**src/rtl/mac_pkg.sv**
```systemverilog
// Shared widths and result conversion for the systolic multiply-accumulate PE.
package mac_pkg;

    localparam int DATA_W_D = 32;
    localparam int ACC_W_D  = 64;
    localparam int OUT_W_D  = 32;
    localparam int CONV_W   = 128;

    typedef struct packed {
        logic              clamped;
        logic [CONV_W-1:0] value;
    } conv_t;

    // The caller sign-extends its sum to CONV_W and keeps the low out_w bits of value.
    function automatic conv_t sat_conv(input logic signed [CONV_W-1:0] sum,
                                       input int out_w,
                                       input bit saturate);
        logic signed [CONV_W-1:0] max_v;
        logic signed [CONV_W-1:0] min_v;
        conv_t r;
        max_v     = (128'sd1 <<< (out_w - 1)) - 128'sd1;
        min_v     = -max_v - 128'sd1;
        r.clamped = 1'b0;
        r.value   = sum;
        if (saturate) begin
            if (sum > max_v) begin
                r.clamped = 1'b1;
                r.value   = max_v;
            end else if (sum < min_v) begin
                r.clamped = 1'b1;
                r.value   = min_v;
            end
        end
        return r;
    endfunction

endpackage

```
**src/rtl/mac_pe_sys_mul_pipe.sv**
```systemverilog
// Signed multiplier followed by MUL_STAGES registers carrying product, valid and last.
module mac_mul_pipe #(
    parameter int DATA_W     = 32,
    parameter int MUL_STAGES = 1
) (
    input  logic                  clk,
    input  logic                  rst_n,
    input  logic                  clr,
    input  logic                  in_valid,
    input  logic                  in_last,
    input  logic [DATA_W-1:0]     w_in,
    input  logic [DATA_W-1:0]     im_in,
    output logic [2*DATA_W-1:0]   prod,
    output logic                  mv,
    output logic                  ml
);

    logic signed [2*DATA_W-1:0] mul;
    logic [2*DATA_W-1:0]        prod_q [MUL_STAGES];
    logic [MUL_STAGES-1:0]      valid_q;
    logic [MUL_STAGES-1:0]      last_q;

    assign mul = (2*DATA_W)'($signed(w_in)) * (2*DATA_W)'($signed(im_in));

    // clr kills every beat in flight, including one being presented right now.
    always_ff @(posedge clk or negedge rst_n) begin
        if (!rst_n) begin
            for (int i = 0; i < MUL_STAGES; i++) prod_q[i] <= '0;
            valid_q <= '0;
            last_q  <= '0;
        end else begin
            prod_q[0]  <= mul;
            valid_q[0] <= in_valid & ~clr;
            last_q[0]  <= in_last;
            for (int i = 1; i < MUL_STAGES; i++) begin
                prod_q[i]  <= prod_q[i-1];
                valid_q[i] <= valid_q[i-1] & ~clr;
                last_q[i]  <= last_q[i-1];
            end
        end
    end

    assign prod = prod_q[MUL_STAGES-1];
    assign mv   = valid_q[MUL_STAGES-1];
    assign ml   = last_q[MUL_STAGES-1];

endmodule

```
**src/rtl/mac_pe_sys.sv**
```systemverilog
// Systolic MAC processing element: forwards operands east/south, multiplies,
// accumulates until a last beat, then emits a converted result for one cycle.
module mac_pe_sys
    import mac_pkg::*;
#(
    parameter int DATA_W     = DATA_W_D,
    parameter int ACC_W      = ACC_W_D,
    parameter int OUT_W      = OUT_W_D,
    parameter int MUL_STAGES = 1,
    parameter int SATURATE   = 1
) (
    input  logic              clk,
    input  logic              rst_n,
    input  logic              clr,
    input  logic              in_valid,
    input  logic              in_last,
    input  logic [DATA_W-1:0] w_in,
    input  logic [DATA_W-1:0] im_in,
    output logic [DATA_W-1:0] w_out,
    output logic [DATA_W-1:0] im_out,
    output logic              valid_out,
    output logic              last_out,
    output logic              clr_out,
    output logic [OUT_W-1:0]  p,
    output logic              p_valid,
    output logic              p_sat
);

    logic [2*DATA_W-1:0]     prod;
    logic                    mv;
    logic                    ml;
    logic signed [ACC_W-1:0] acc;
    logic signed [ACC_W-1:0] sum;
    conv_t                   conv;
    logic [CONV_W-1:OUT_W]   unused_conv_hi;

    mac_mul_pipe #(
        .DATA_W     (DATA_W),
        .MUL_STAGES (MUL_STAGES)
    ) u_mul (
        .clk      (clk),
        .rst_n    (rst_n),
        .clr      (clr),
        .in_valid (in_valid),
        .in_last  (in_last),
        .w_in     (w_in),
        .im_in    (im_in),
        .prod     (prod),
        .mv       (mv),
        .ml       (ml)
    );

    assign sum            = acc + ACC_W'($signed(prod));
    assign conv           = sat_conv(CONV_W'(sum), OUT_W, SATURATE != 0);
    assign unused_conv_hi = conv.value[CONV_W-1:OUT_W];

    always_ff @(posedge clk or negedge rst_n) begin
        if (!rst_n) begin
            w_out     <= '0;
            im_out    <= '0;
            valid_out <= 1'b0;
            last_out  <= 1'b0;
            clr_out   <= 1'b0;
            acc       <= '0;
            p         <= '0;
            p_valid   <= 1'b0;
            p_sat     <= 1'b0;
        end else begin
            w_out     <= w_in;
            im_out    <= im_in;
            valid_out <= in_valid;
            last_out  <= in_last;
            clr_out   <= clr;
            // clr outranks a completing last beat; p keeps its previous result.
            if (clr) begin
                acc     <= '0;
                p_valid <= 1'b0;
            end else if (mv && ml) begin
                p       <= conv.value[OUT_W-1:0];
                p_valid <= 1'b1;
                p_sat   <= conv.clamped;
                acc     <= '0;
            end else begin
                if (mv) acc <= sum;
                p_valid <= 1'b0;
            end
        end
    end

endmodule

```
**config.mk**
```make
export PLATFORM = sky130hd
export DESIGN_NAME = mac_pe_sys
export DESIGN_NICKNAME = d
export VERILOG_FILES = /design/src/rtl/mac_pkg.sv /design/src/rtl/mac_pe_sys_mul_pipe.sv /design/src/rtl/mac_pe_sys.sv
export SDC_FILE = /design/constraint.sdc
export NUM_CORES = 2
export LEC_CHECK = 0
export BUFFER_PORTS_ARGS = -buffer_cell sky130_fd_sc_hd__buf_2
export CELL_PAD_IN_SITES_DETAIL_PLACEMENT = 1
export CELL_PAD_IN_SITES_GLOBAL_PLACEMENT = 1
export CORE_ASPECT_RATIO = 0.9
export CORE_UTILIZATION = 50
export DETAILED_ROUTE_END_ITERATION = 6
export GPL_TIMING_DRIVEN = 0
export PLACE_DENSITY = 0.77
export SLEW_MARGIN = 20
export SYNTH_ARGS = -nofsm -noshare
export SYNTH_HDL_FRONTEND = slang
export SYNTH_HIERARCHICAL = 1
export SYNTH_SLANG_ARGS = --single-unit
```
**constraint.sdc**
```tcl
create_clock -name clk -period 4.5 [get_ports clk]
set_input_delay 0.45 -clock clk [delete_from_list [all_inputs] [get_ports clk]]
set_output_delay 0.45 -clock clk [all_outputs]
set_load 0.01 [all_outputs]
```
==> summary.txt <==
Synthesis
  – EDFF count, synth: 0
  – Ys async rst share: 100.0%
  – Syn Area/Cell: 9.623 um2
  – #FFs+latches synth: ~230
  – Most common flop cell mapped by yosys: dfrtp_1
  – Synth Instances: 4962
  – Synth Net Count: 6361
  – Synth Warn #: 6
  – Synth Cell Area: between 40000 and 50000 um2
  – Sequential fraction of the synthesis area: between 10% and 20%
  – Cell variety after synth: 98

STA
  – RSZ-0062 raised after global routing: yes
  – Slew margin rel.: between 20% and 30%
  – Count of final hold-check violations: 0
  – Final-report setup violation count: 87
  – Fin worst setup slack: -2935 ps
  – Slew Limit Fails: 0
  – Final min period: 7435 ps
  – Fin Clk Skew: a little over 100 ps
  – Worst slew pin tran: around 1100 ps
  – Max Fclk: 0.1345 GHz
  – Tcrit/Tclk final: 165.2%

Worst setup path
  – Worst EP arrival: 7910 ps
  – Worst endpoint required time: 4970 ps
  – Crit path kind: in2reg
  – Crit path max fanout: 10
  – R2R Setup Slk: -440 ps
  – Setup crit end kind: flip-flop
  – CP Launch Type: input pin

GRT
  – GRT Total Usage: 45.33%
  – First-pass GRT wire length: 313.4 mm
  – Largest net degree at the start of global routing: 99
  – Antenna violations before repair: 29
  – Gr ovfl total: 0
  – Vias in the first global route: around 47000

Placed design
  – RD Place Congestion: 1.015
  – Hpwl dp: 150.7 mm
  – Placed Instance Area: approximately 51000 um2
  – Port bufs: 169

Layout
  – Nets: 6841
  – # fillers: 10050
  – Post-route cell area: 58990 um2
  – Post-layout util: between 60% and 70%
  – Layout area overhead: 23.54%
  – Layout cells sized above 1: roughly a fifth

Detailed routing
  – Vias post-DR: 42080
  – Drc violations: 37
  – Initial drt markers: 4539
  – Total wire length: 222.7 mm
  – Drt first pass iters: 7
  – DR WL/cell: 33.00 um
  – Post-DRT Antenna Nets: 0
  – Via/cell ratio: between 6 and 7

Clocking
  – Clk slew on worst S/H paths: ~60 ps
  – Clock sinks: 231
  – Max Root-Sink Buffers: 3
  – Num CTS Buffers: 31
  – Clk root buf: clkbuf_16
  – CTS tree: built
  – H-Tree Depth: 1
  – Clock latency at the later pin of the worst-skew pair: roughly 720 ps

Floorplan
  – Initial core utilization: about 50%
  – Cell row count: 107
  – Die Area: approximately 97000 um2
  – Boundary Pins: 170
  – Die width: 327.7 um
  – Core box area: 94650 um2
  – Height of the die: 295.2 um

Worst hold path
  – Worst hold path class: in2reg

Job
  – Max cap viols: 0

Status
  – Failing checks: design-rule violations, negative setup slack
  – Run status: complete, but fails checks
[layout make-up]
| cell class | count | area [um2] | share of cell area [%] |
|---|---|---|---|
| Timing Repair Buffer | 456 | 3915 | 6.637 |
| Tap cell | 1253 | 1568 | 2.658 |
| Sequential cell | 231 | 5781 | 9.799 |
| Buffer | 266 | 4071 | 6.902 |
| Multi-Input combinational cell | 3495 | 38880 | 65.91 |
| Antenna cell | 27 | 67.56 | 0.1145 |
| Clock inverter | 17 | 206.4 | 0.3500 |
| Clock buffer | 41 | 863.3 | 1.464 |
| Inverter | 961 | 3637 | 6.166 |
[logic make-up after synthesis]
family,count (synthesis),synth area share [%]
AO/OA/AOI/OAI,595,8.728
XOR/XNOR,124,2.274
adder cells (fa/ha/maj),1330,51.88
buffers and inverters,1236,9.918
flip-flops,231,12.11
multiplexers,4,0.08647
AND/OR/NAND/NOR,1442,15.01
[cell usage in the layout (no fill, tap or decap), types with 53 or more instances in the layout]
cell type,n
fa_1,979
inv_1,914
nand2_1,608
and2_1,477
dfrtp_1,231
ha_1,214
buf_4,201
clkbuf_16,129
buf_2,126
a21oi_1,115
nor2_1,104
fa_2,104
o21ai_0,80
xnor2_1,74
clkbuf_8,67
dlygate4sd3_1,65
buf_6,61
a21o_1,54
a22o_1,53
[worst max-delay path, stage by stage]
cell	delay (ps)
buf_6	120
clkbuf_2	420
nand2_1	180
fa_1	530
inv_1	70
fa_1	510
fa_1	590
fa_1	530
fa_1	640
fa_1	470
fa_2	730
fa_1	470
ha_1	330
buf_8	130
nand2_1	60
or4_4	560
nor2_4	180
nand4_1	180
o22ai_4	280
o31ai_4	90
o21ai_1	120
o21ai_1	90
xnor2_1	150
[per-stage QoR]
stage / hold slack (ps) / setup WS, ps / setup TNS [ps] / instances
2_1_floorplan: 154.4 / -2698 / -98450 / 4962
3_3_place_gp: 460.1 / -4651 / -436470 / 6384
6_report: 26.80 / -2935 / -123230 / 6747
3_5_place_dp: 433.9 / -4668 / -196880 / 6388
4_1_cts: 17.64 / -2660 / -116420 / 6659
5_1_grt: 6.536 / -2985 / -129940 / 6731
[cell usage after synthesis, drive strengths merged (7+ instances only)]
| master | n | area [um2] |
|---|---|---|
| nand2 | 632 | 2375 |
| or3 | 8 | 51.30 |
| o31ai | 9 | 108.9 |
| nor2b | 12 | 75.07 |
| inv | 960 | 3603 |
| fa | 1083 | 21680 |
| a22o | 53 | 464.2 |
| o21bai | 24 | 191.4 |
| nor2 | 118 | 450.4 |
| o211ai | 17 | 132.6 |
| dfrtp | 231 | 5781 |
| a31o | 7 | 61.31 |
| nor3 | 22 | 110.1 |
| a21o | 55 | 414.2 |
| and3 | 11 | 73.82 |
| a211oi | 20 | 155.1 |
| a21oi | 161 | 835.8 |
| o21a | 22 | 165.2 |
| o21ai | 124 | 639.4 |
| xor2 | 47 | 411.6 |
| buf | 24 | 168.9 |
| ha | 247 | 3090 |
| nor4 | 10 | 81.33 |
| o221a | 32 | 360.4 |
| a31oi | 15 | 100.1 |
| nand2b | 16 | 100.1 |
| nand3 | 29 | 150.1 |
| clkbuf | 250 | 948.4 |
| xnor2 | 77 | 674.4 |
| and2 | 516 | 3228 |
| nand4 | 46 | 294.0 |
[repair_timing]
action                     CTS  global route
resized for setup          742           230
gates cloned                 3             3
hold endpoints to repair   128             2
hold buffers                63             2
buffers inserted           154            59
pin swaps                  153           128
setup endpoints to repair   88            88
[final timing paths]
path                                from              to  depth (start not counted)
setup / recovery               im_in[22]  u_mul/prod[63]                         23
hold / removal                 im_in[28]      im_out[28]                          1
setup reg to reg           u_mul/prod[0]           p[23]                         15
hold reg to reg                    p[31]           p[31]                          2
max in group asynchronous          rst_n       w_out[27]                          4
min in group asynchronous          rst_n         acc[14]                          2
[flip-flops by register name, summed over array words and instances (netlist names), 32 cells and up]
signal and cells:
acc 64, u_mul/prod 64, im_out 32, p 32, w_out 32
[routing by layer]
metal	vias up	routed length (um)	track usage, %
met2	3236	94520	67.44
met3	1316	29620	18.17
met5	-	95	0
met4	14	23030	35.68
met1	21390	75390	52.17
li1	16130	-	-
Power is not shown: default switching activity piles up to over one toggle a cycle in this logic, so the estimate is an artifact.
